`src/rtl/seq_det_pkg.sv`:
```
// rtl/seq_det_pkg.sv - shared types, defaults and pattern masking for seq_detector_param
package seq_det_pkg;

  typedef enum logic {
    S_FILL,
    S_ARMED
  } seq_det_state_t;

  localparam logic [15:0] DEF_PATTERN = 16'h006D;
  localparam int          DEF_LEN     = 7;
  localparam int          MASK_W      = 32;

  // Zeroes every pattern bit at or above len; callers zero-extend to MASK_W.
  function automatic logic [MASK_W-1:0] mask_pattern(input logic [MASK_W-1:0] pattern,
                                                      input int unsigned       len);
    logic [MASK_W-1:0] masked;
    for (int unsigned i = 0; i < MASK_W; i++) begin
      masked[i] = pattern[i] & (i < len);
    end
    return masked;
  endfunction

endpackage

```
`src/rtl/seq_detector_param_if.sv`:
```
// rtl/seq_detector_param_if.sv - serial input, configuration and match status bundle
interface seq_detector_param_if #(
  parameter int MAX_LEN = 16,
  parameter int LEN_W   = $clog2(MAX_LEN + 1),
  parameter int CNT_W   = 8
);

  logic               in;
  logic               in_valid;
  logic               cfg_we;
  logic [MAX_LEN-1:0] cfg_pattern;
  logic [LEN_W-1:0]   cfg_len;
  logic               cfg_overlap;
  logic               out;
  logic [CNT_W-1:0]   match_count;
  logic               armed;

  modport master (
    output in, in_valid, cfg_we, cfg_pattern, cfg_len, cfg_overlap,
    input  out, match_count, armed
  );

  modport slave (
    input  in, in_valid, cfg_we, cfg_pattern, cfg_len, cfg_overlap,
    output out, match_count, armed
  );

endinterface

```
`src/rtl/seq_det_hist.sv`:
```
// rtl/seq_det_hist.sv - bit history, fill counter and masked compare against the pattern
module seq_det_hist
  import seq_det_pkg::*;
#(
  parameter int MAX_LEN = 16,
  parameter int LEN_W   = $clog2(MAX_LEN + 1)
) (
  input  logic               clk,
  input  logic               clr,
  input  logic               clear,
  input  logic               shift,
  input  logic               din,
  input  logic               ovl,
  input  logic [MAX_LEN-1:0] pat,
  input  logic [LEN_W-1:0]   len,
  output logic               reach,
  output logic               match
);

  localparam logic [LEN_W-1:0] FILL_MAX = LEN_W'(MAX_LEN);

  logic [MAX_LEN-1:0] hist;
  logic [MAX_LEN-1:0] hist_next;
  logic [LEN_W-1:0]   fill;
  logic [LEN_W-1:0]   fill_inc;

  assign hist_next = {hist[MAX_LEN-2:0], din};
  assign fill_inc  = (fill == FILL_MAX) ? fill : fill + 1'b1;
  assign reach     = (len != '0) && (fill_inc >= len);
  assign match     = reach &&
                     (mask_pattern(MASK_W'(hist_next), 32'(len)) ==
                      mask_pattern(MASK_W'(pat), 32'(len)));

  always_ff @(posedge clk) begin
    if (clr || clear) begin
      hist <= '0;
      fill <= '0;
    end else if (shift) begin
      hist <= hist_next;
      // Non-overlap mode restarts the fill so no matched bit is reused.
      fill <= (match && !ovl) ? '0 : fill_inc;
    end
  end

endmodule

```
`src/rtl/seq_detector_param.sv`:
```
// rtl/seq_detector_param.sv - programmable serial pattern detector; SEQDET_COUNT_EN enables the match counter
module seq_detector_param
  import seq_det_pkg::*;
#(
  parameter int                 MAX_LEN     = 16,
  parameter int                 LEN_W       = $clog2(MAX_LEN + 1),
  parameter int                 CNT_W       = 8,
  parameter logic [MAX_LEN-1:0] RST_PATTERN = MAX_LEN'(DEF_PATTERN),
  parameter int                 RST_LEN     = DEF_LEN,
  parameter bit                 RST_OVERLAP = 1'b1
) (
  input logic                  Clk,
  input logic                  Clr,
  seq_detector_param_if.slave  bus
);

  localparam logic [LEN_W-1:0] LEN_MAX = LEN_W'(MAX_LEN);
  localparam logic [LEN_W-1:0] LEN_RST = (RST_LEN > MAX_LEN) ? LEN_MAX : LEN_W'(RST_LEN);

  logic [MAX_LEN-1:0] pat;
  logic [LEN_W-1:0]   len;
  logic               ovl;
  seq_det_state_t     state;
  logic               accept;
  logic               reach;
  logic               match;
  logic               hit;

  // A configuration write discards any bit presented on the same cycle.
  assign accept = bus.in_valid & ~bus.cfg_we;
  assign hit    = accept & match;

  seq_det_hist #(
    .MAX_LEN (MAX_LEN),
    .LEN_W   (LEN_W)
  ) u_hist (
    .clk   (Clk),
    .clr   (Clr),
    .clear (bus.cfg_we),
    .shift (accept),
    .din   (bus.in),
    .ovl   (ovl),
    .pat   (pat),
    .len   (len),
    .reach (reach),
    .match (match)
  );

  always_ff @(posedge Clk) begin
    if (Clr) begin
      pat     <= RST_PATTERN;
      len     <= LEN_RST;
      ovl     <= RST_OVERLAP;
      state   <= S_FILL;
      bus.out <= 1'b0;
    end else begin
      bus.out <= hit;
      if (bus.cfg_we) begin
        pat   <= bus.cfg_pattern;
        len   <= (bus.cfg_len > LEN_MAX) ? LEN_MAX : bus.cfg_len;
        ovl   <= bus.cfg_overlap;
        state <= S_FILL;
      end else if (accept) begin
        case (state)
          S_FILL:  if (reach && !(match && !ovl)) state <= S_ARMED;
          S_ARMED: if (match && !ovl)             state <= S_FILL;
          default:                                state <= S_FILL;
        endcase
      end
    end
  end

  assign bus.armed = (state == S_ARMED);

`ifdef SEQDET_COUNT_EN
  logic [CNT_W-1:0] cnt;

  always_ff @(posedge Clk) begin
    if (Clr) begin
      cnt <= '0;
    end else if (hit && (cnt != '1)) begin
      cnt <= cnt + 1'b1;
    end
  end

  assign bus.match_count = cnt;
`else
  assign bus.match_count = '0;
`endif

endmodule

```
`src/flat_wrapper.sv`:
```
// flat-port wrapper written by rule: the top's interface ports become plain ports
module seq_detector_param_flat import seq_det_pkg::*;
#(
  parameter int                 MAX_LEN     = 16,
  parameter int                 LEN_W       = $clog2(MAX_LEN + 1),
  parameter int                 CNT_W       = 8,
  parameter logic [MAX_LEN-1:0] RST_PATTERN = MAX_LEN'(DEF_PATTERN),
  parameter int                 RST_LEN     = DEF_LEN,
  parameter bit                 RST_OVERLAP = 1'b1
)
  (Clk, Clr, bus_in, bus_in_valid, bus_cfg_we, bus_cfg_pattern, bus_cfg_len, bus_cfg_overlap, bus_out, bus_match_count, bus_armed);
  seq_detector_param_if #(.MAX_LEN(MAX_LEN), .LEN_W(LEN_W), .CNT_W(CNT_W)) bus_i ();
  input logic Clk;
  input logic Clr;
  input wire logic [$bits(bus_i.in)-1:0] bus_in;
  input wire logic [$bits(bus_i.in_valid)-1:0] bus_in_valid;
  input wire logic [$bits(bus_i.cfg_we)-1:0] bus_cfg_we;
  input wire logic [$bits(bus_i.cfg_pattern)-1:0] bus_cfg_pattern;
  input wire logic [$bits(bus_i.cfg_len)-1:0] bus_cfg_len;
  input wire logic [$bits(bus_i.cfg_overlap)-1:0] bus_cfg_overlap;
  output wire logic [$bits(bus_i.out)-1:0] bus_out;
  output wire logic [$bits(bus_i.match_count)-1:0] bus_match_count;
  output wire logic [$bits(bus_i.armed)-1:0] bus_armed;
  assign bus_i.in = bus_in;
  assign bus_i.in_valid = bus_in_valid;
  assign bus_i.cfg_we = bus_cfg_we;
  assign bus_i.cfg_pattern = bus_cfg_pattern;
  assign bus_i.cfg_len = bus_cfg_len;
  assign bus_i.cfg_overlap = bus_cfg_overlap;
  assign bus_out = bus_i.out;
  assign bus_match_count = bus_i.match_count;
  assign bus_armed = bus_i.armed;
  seq_detector_param #(.MAX_LEN(MAX_LEN), .LEN_W(LEN_W), .CNT_W(CNT_W), .RST_PATTERN(RST_PATTERN), .RST_LEN(RST_LEN), .RST_OVERLAP(RST_OVERLAP)) u_core (.Clk(Clk), .Clr(Clr), .bus(bus_i));
endmodule
```
`config.mk`:
```
export PLATFORM = sky130hd
export DESIGN_NAME = seq_detector_param_flat
export DESIGN_NICKNAME = d
export VERILOG_FILES = /design/src/rtl/seq_det_pkg.sv /design/src/rtl/seq_detector_param_if.sv /design/src/rtl/seq_det_hist.sv /design/src/rtl/seq_detector_param.sv /design/src/flat_wrapper.sv
export SDC_FILE = /design/constraint.sdc
export NUM_CORES = 1
export LEC_CHECK = 0
export ABC_AREA = 0
export CORE_MARGIN = 4
export CORE_UTILIZATION = 25
export DETAILED_ROUTE_END_ITERATION = 10
export GPL_ROUTABILITY_DRIVEN = 0
export GPL_TIMING_DRIVEN = 0
export PLACE_DENSITY = 0.5
export SETUP_SLACK_MARGIN = 0.05
export SYNTH_ARGS = -nofsm -noshare
export SYNTH_HDL_FRONTEND = slang
export SYNTH_HIERARCHICAL = 1
export SYNTH_SLANG_ARGS = --single-unit
```
`constraint.sdc`:
```
create_clock -name Clk -period 2.25 [get_ports Clk]
set_clock_uncertainty 0.15 [all_clocks]
set_input_delay 0.45 -clock Clk [delete_from_list [all_inputs] [get_ports Clk]]
set_output_delay 0.45 -clock Clk [all_outputs]
set_load 0.02 [all_outputs]
```
Word level (Yosys, flattened, before mapping)
Cells that the tools add are included.

Bits in registers: 44. Bits of input ports: 27. Output and inout port bits: 10. Logic and storage cells: 79.

Add/sub/neg operators: 1. Magnitude comparators: 18. Equal/unequal tests: 2. Multiplexer cells: 6. Bitwise logic cells: 36. Reductions and logical operators: 9.

Operator list (number): less-than comparator 4 x 5 -> 1 bit, first input constant (8); AND 1 bit (34); less-than comparator 3 x 5 -> 1 bit, first input constant (4); == test 16 bit (1); 2-to-1 mux 5 bit (3); less-than comparator 1 x 5 -> 1 bit, first input constant (2); less-than comparator 2 x 5 -> 1 bit, first input constant (2); adder 5 x 1 -> 5 bit, second input constant (1); == test 5 bit, second input constant (1); >= comparator 5 bit (1); > comparator 5 bit, second input constant (1); nonzero test 5 bit (1); logical AND 1 bit (4); logical NOT 1 bit (2); 2-to-1 mux 1 bit (2); NOT 1 bit (2); one-hot mux 1 bit (2 select lines) (1); OR reduction 2 bit (1); logical OR 1 bit (1).

Longest topological paths before layout
Depth after elaboration: 10. Depth in mapped cells: 13. Depth with buffers taken out: 13.

By module
Netlist, hierarchy kept.

Modules (own cells, without submodules): seq_det_hist (instances 1, cells an instance 151, area each 1328.8 µm², sequential area each 400.4 µm²); seq_detector_param (instances 1, cells an instance 88, area each 985.9 µm², sequential area each 480.5 µm²).

Worst setup path before layout
OpenSTA, ideal clock, no wires.

Path type: reg2reg. Start: register u_core.u_hist.fill[0]. End: register u_core.state (netlist: u_core/bus.armed). Library setup time: 0.088 ns. Data arrival time: 2.226 ns. Data required time: 2.012 ns. Slack: -0.213 ns. Cell stages (with the launch flop): 14. Path buffers: 0. Period minus slack after synthesis: 2.463 ns. Cells stage by stage: dfxtp_1 inv_1 ha_1 nand3_1 nor2_1 xnor2_1 ha_1 nand2b_1 a211oi_1 o21ai_1 o311ai_1 nor3_1 and3b_1 nor4_4.

Cells in the longest elaborated chain, start to end: 10. Elaborated cells between the ends (all ways): 12. Classes of those cells: add/sub (1); order compare (1); eq/ne (1); mux (4); reduce/logical (5).

RTL lines: start: declaration (RTL line seq_det_hist.sv:24) `logic [LEN_W-1:0] fill;`; start signal: assignment (RTL line seq_det_hist.sv:41) `fill <= (match && !ovl) ? '0 : fill_inc;`; adder 5 x 1 -> 5 bit / == test 5 bit (equally long branches) (RTL line seq_det_hist.sv:28) `assign fill_inc = (fill == FILL_MAX) ? fill : fill + 1'b1;`; 2-to-1 mux 5 bit * (RTL line seq_det_hist.sv:28); >= comparator 5 bit * (RTL line seq_det_hist.sv:29) `assign reach = (len != '0) && (fill_inc >= len);`; logical AND 1 bit * (RTL line seq_det_hist.sv:29); logical AND 1 bit * (RTL line seq_det_hist.sv:30) `assign match = reach &&`; named net u_core.match (RTL line seq_detector_param.sv:26) `logic match;`; logical AND 1 bit * (RTL line seq_detector_param.sv:65, seq_detector_param.sv:66); logical NOT 1 bit (RTL line seq_detector_param.sv:65) `S_FILL: if (reach && !(match && !ovl)) state <= S_ARMED;`; logical AND 1 bit (RTL line seq_detector_param.sv:65); 2-to-1 mux 1 bit (RTL line seq_detector_param.sv:65); one-hot mux 1 bit (2 select lines) * (RTL line seq_detector_param.sv:64) `case (state)`; end signal: assignment (RTL line seq_detector_param.sv:65); end signal: assignment (RTL line seq_detector_param.sv:66) `S_ARMED: if (match && !ovl) state <= S_FILL;`; end signal: assignment (RTL line seq_detector_param.sv:67) `default: state <= S_FILL;`; end: declaration (RTL line seq_detector_param.sv:23) `seq_det_state_t state;`.

Mark *: on every way through the listed nets, which the timed path passes. The rest lies on a longest branch. A chain may end at the register's enable or synchronous reset.

Final worst setup path
Start: register u_core.u_hist.fill[0]. End: register u_core.u_hist.fill[0].

Cells in the longest elaborated chain, start to end: 7. Elaborated cells between the ends (all ways): 8. Classes of those cells: add/sub (1); order compare (1); eq/ne (1); mux (2); reduce/logical (3).

RTL lines (RTL line): adder 5 x 1 -> 5 bit / == test 5 bit (equally long branches) (seq_det_hist.sv:28); 2-to-1 mux 5 bit * (seq_det_hist.sv:28); >= comparator 5 bit (seq_det_hist.sv:29); logical AND 1 bit (seq_det_hist.sv:29); logical AND 1 bit (seq_det_hist.sv:30); logical AND 1 bit (seq_det_hist.sv:41); 2-to-1 mux 5 bit * (seq_det_hist.sv:41).

Every way passes the cells marked *; elsewhere a longest branch is shown, timed or not.

==> flow_summary.json <==
{
  "hp-start": "u_core/len[2]",
  "cts_buffers": 5,
  "critPathCaptureType": "register",
  "reg2regPathDepth": 13,
  "grt-ovfl-total": 0,
  "synth_top_cell_area_share": 0.381,
  "grt_start_max_net_pins": 15,
  "async_reset_ff_frac": 0,
  "io_pins": 37,
  "slew_viol_final": 0,
  "cp.depth": 13,
  "vias": 1830,
  "min_path_type": "reg2reg",
  "placed_cell_area_um2": 2770,
  "drc": 0,
  "yosys-top-cells-area": "dfxtp_1 38%, mux2i_1 12%, nor2_1 5.4%",
  "dp_cells": 382,
  "start_util": 0.262,
  "rsz0062_at_grt": "yes",
  "drt-met1-wl_um": 2760,
  "reg2reg_setup_slack_ns": -0.22,
  "first_pass_iters": 4,
  "fin_cells": 403,
  "power_density_nw_per_um2": 554,
  "finalCriticalPeriod_ns": 2.47,
  "ys_ff_latch": 44,
  "cellLeakagePower_nw": 1.30,
  "cp-start-kind": "register",
  "crit_type": "reg2reg",
  "route.met3.wl_um": 178,
  "ys_types": 46,
  "die-area_um2": 10900,
  "crit_buf_inv": 3,
  "status": "complete, but fails checks",
  "relSlewSlack": 0.598,
  "htree_levels": 2,
  "route.met2.wl_um": 2610,
  "worst_pin_slew_ns": 0.602,
  "startpoint": "u_core/u_hist/fill[0]",
  "max_cap_viol_count": 0,
  "track_usage": 0.103,
  "ant_nets": 0,
  "n_antenna_cell": 0,
  "cts_tree": "done",
  "cp_max_fo": 5,
  "clk_pin_slew_ns": 0.09,
  "post_drt_via_cell_ratio": 4.54,
  "setup_viol": 7,
  "timing.fmax_mhz": 406,
  "coreArea_um2": 8850,
  "routedWlPerCell_um": 13.8,
  "area_growth_pct": 37.6,
  "r2r_end": "u_core/u_hist/fill[0]",
  "ctsLongestPathBuffers": 2,
  "die_h_um": 104,
  "synth_edf_count": 0,
  "synth_area_per_cell_um2": 9.69,
  "top_layer": "met4",
  "grt_pass1_vias": 1833,
  "antenna_found_initial": 0,
  "seq_area_frac_synth": 0.381,
  "critPathMaxStageDelay_ns": 0.34,
  "synth_ff_type": "dfxtp_1",
  "finalHoldViolations": 0,
  "ys_warn_count": 6,
  "clock_latency_ns": 0.30,
  "final_area_um2": 3190,
  "cpMaxStageDelayCell": "dfxtp_2",
  "ir_drop_mv": 0.232,
  "cp_data_required_time_ns": 2.26,
  "r2r_start": "u_core/u_hist/fill[0]",
  "hpwl_um": 3930,
  "nets": 328,
  "failed_checks": "setup timing",
  "cts_root_buf": "clkbuf_8",
  "cp-endpoint": "u_core/u_hist/fill[0]",
  "drt_wl_total_um": 5580,
  "post-route-period-util": 1.10,
  "numClockSinks": 44,
  "arrival_ns": 2.47,
  "portBuffers": 28,
  "die_w_um": 104,
  "synth_area_um2": 2310,
  "holdPathStages": 1,
  "setup_ws_ns": -0.216,
  "fp-row-count": 34,
  "cp_top_family": "compound AO/OA/AOI/OAI gates",
  "crit_chain": "inv_2 -> ha_4 -> nand3_4 -> buf_6 -> nand3_2 -> o21ai_2 -> ha_1 -> o211ai_1 -> o21ai_2 -> o311ai_4 -> nor4_4 -> buf_6 -> o32ai_2",
  "drive_above_1_share": 0.268,
  "synth_cells": 239,
  "post-place-ws_ns": -0.580,
  "drt_iter0_drc": 66,
  "synth_top_cell_by_area": "dfxtp_1",
  "grt_pass1_wl_um": 9070
}
per-layer routing:
| layer | GRT usage | up-vias |
|---|---|---|
| met4 | 0.0256 | 0 |
| met1 | 0.137 | 863 |
| met2 | 0.169 | 33 |
| li1 | - | 932 |
| met3 | 0.0230 | 2 |
| met5 | 0 | - |
Yosys cell counts, types with 2 or more instances:
master and count:
a211o_1 8, a21oi_1 7, a221o_1 3, and2b_1 2, and3b_1 3, buf_12 2
buf_2 3, buf_4 8, buf_6 2, clkbuf_1 7, dfxtp_1 44, ha_1 7
inv_1 8, inv_2 2, mux2i_1 27, nand2b_1 3, nand3_1 8, nor2_1 33
nor2b_1 6, nor4_4 2, o211ai_1 3, o21ai_0 2, o21ai_1 2, o22ai_1 2
o32ai_1 5, or2_1 2, or2_2 2, xnor2_1 6, xor2_1 13
kinds of logic (layout without fill, tap and decap cells):
logic type	count (synthesis)	in the layout	synth area share
and+or+nand+nor	68	68	0.166
adders and majority gates	7	7	0.0378
DFF	44	44	0.381
xor gates and xnor gates	19	19	0.0719
buffers and inverters	32	81	0.0870
other	1	8	0.00162
muxes	27	27	0.117
AOI/OAI and AO/OA	41	41	0.138
final cells by class:
| cell class | instances | area (um^2) |
|---|---|---|
| fillers | 902 | 5660 |
| multi-input cells | 170 | 1420 |
| flip-flops and latches | 44 | 890 |
| repair buffers | 42 | 405 |
| plain buffers | 21 | 178 |
| well taps | 108 | 135 |
| clock buffers | 6 | 82.6 |
| clock inverters | 2 | 38.8 |
| inverters | 10 | 37.5 |
flip-flops by register name (all words and copies together), names as in the netlist:
name / count
u_core/u_hist/hist: 15
u_core/len: 5
u_core/ovl: 1
u_core/u_hist/fill: 5
u_core/bus.armed: 1
u_core/bus.out: 1
u_core/pat: 16
how the worst min path moves through the flow:
stage                               end  slack (ns)
after CTS                 u_core/len[3]        0.34
after global routing      u_core/len[2]        0.39
after detailed placement  u_core/len[1]        0.33
final                     u_core/len[2]        0.36
after floorplan           u_core/len[1]        0.31
after global placement    u_core/len[1]        0.33
per-stage QoR:
step	util	hold WS [ns]	total power, W	setup TNS (ns)
6_report	0.360	0.357	0.00176	-1.38
4_1_cts	0.350	0.344	0.00178	-1.48
3_5_place_dp	0.313	0.331	0.00111	-10.0
3_3_place_gp	0.313	0.326	0.00111	-9.95
2_1_floorplan	-	0.309	0.00102	-0.565
5_1_grt	0.360	0.387	0.00185	-2.21
power by group:
part	leakage, nW	switching (W)	total [W]	internal, W
registers	0.362	0.0000247	0.000830	0.000805
clock network	0.0614	0.000281	0.000644	0.000363
logic	0.874	0.000139	0.000291	0.000152
worst register-to-register path, stage by stage, from the launching register on:
cell	delay, ns
dfxtp_2	0.34
inv_2	0.08
ha_4	0.14
nand3_4	0.09
buf_6	0.14
nand3_2	0.07
o21ai_2	0.07
ha_1	0.28
o211ai_1	0.09
o21ai_2	0.21
o311ai_4	0.15
nor4_4	0.28
buf_6	0.17
o32ai_2	0.07
cell usage in the layout (no fill, tap or decap), drive strengths merged, types with 2 or more instances in the layout:
cell            n
a221o           3
nor4            3
inv            10
xor2           13
and3b           3
nand3           8
clkdlybuf4s50  28
ha              7
o211ai          3
or2             4
a211o           8
conb            8
mux2i          27
nor2b           6
o21ai           4
nor2           33
a211oi          2
and2b           2
o32ai           5
xnor2           6
nand2b          3
clkbuf         13
dfxtp          44
o22ai           2
buf            28
a21oi           8
timing repair:
action                                  in CTS  in global routing
pin swaps                                   14                 14
hold buffers                                 0                  0
resized for setup                           28                 14
setup buffers                               11                  3
endpoints found under the setup margin      19                  7
(Power assumes the default switching activity.)
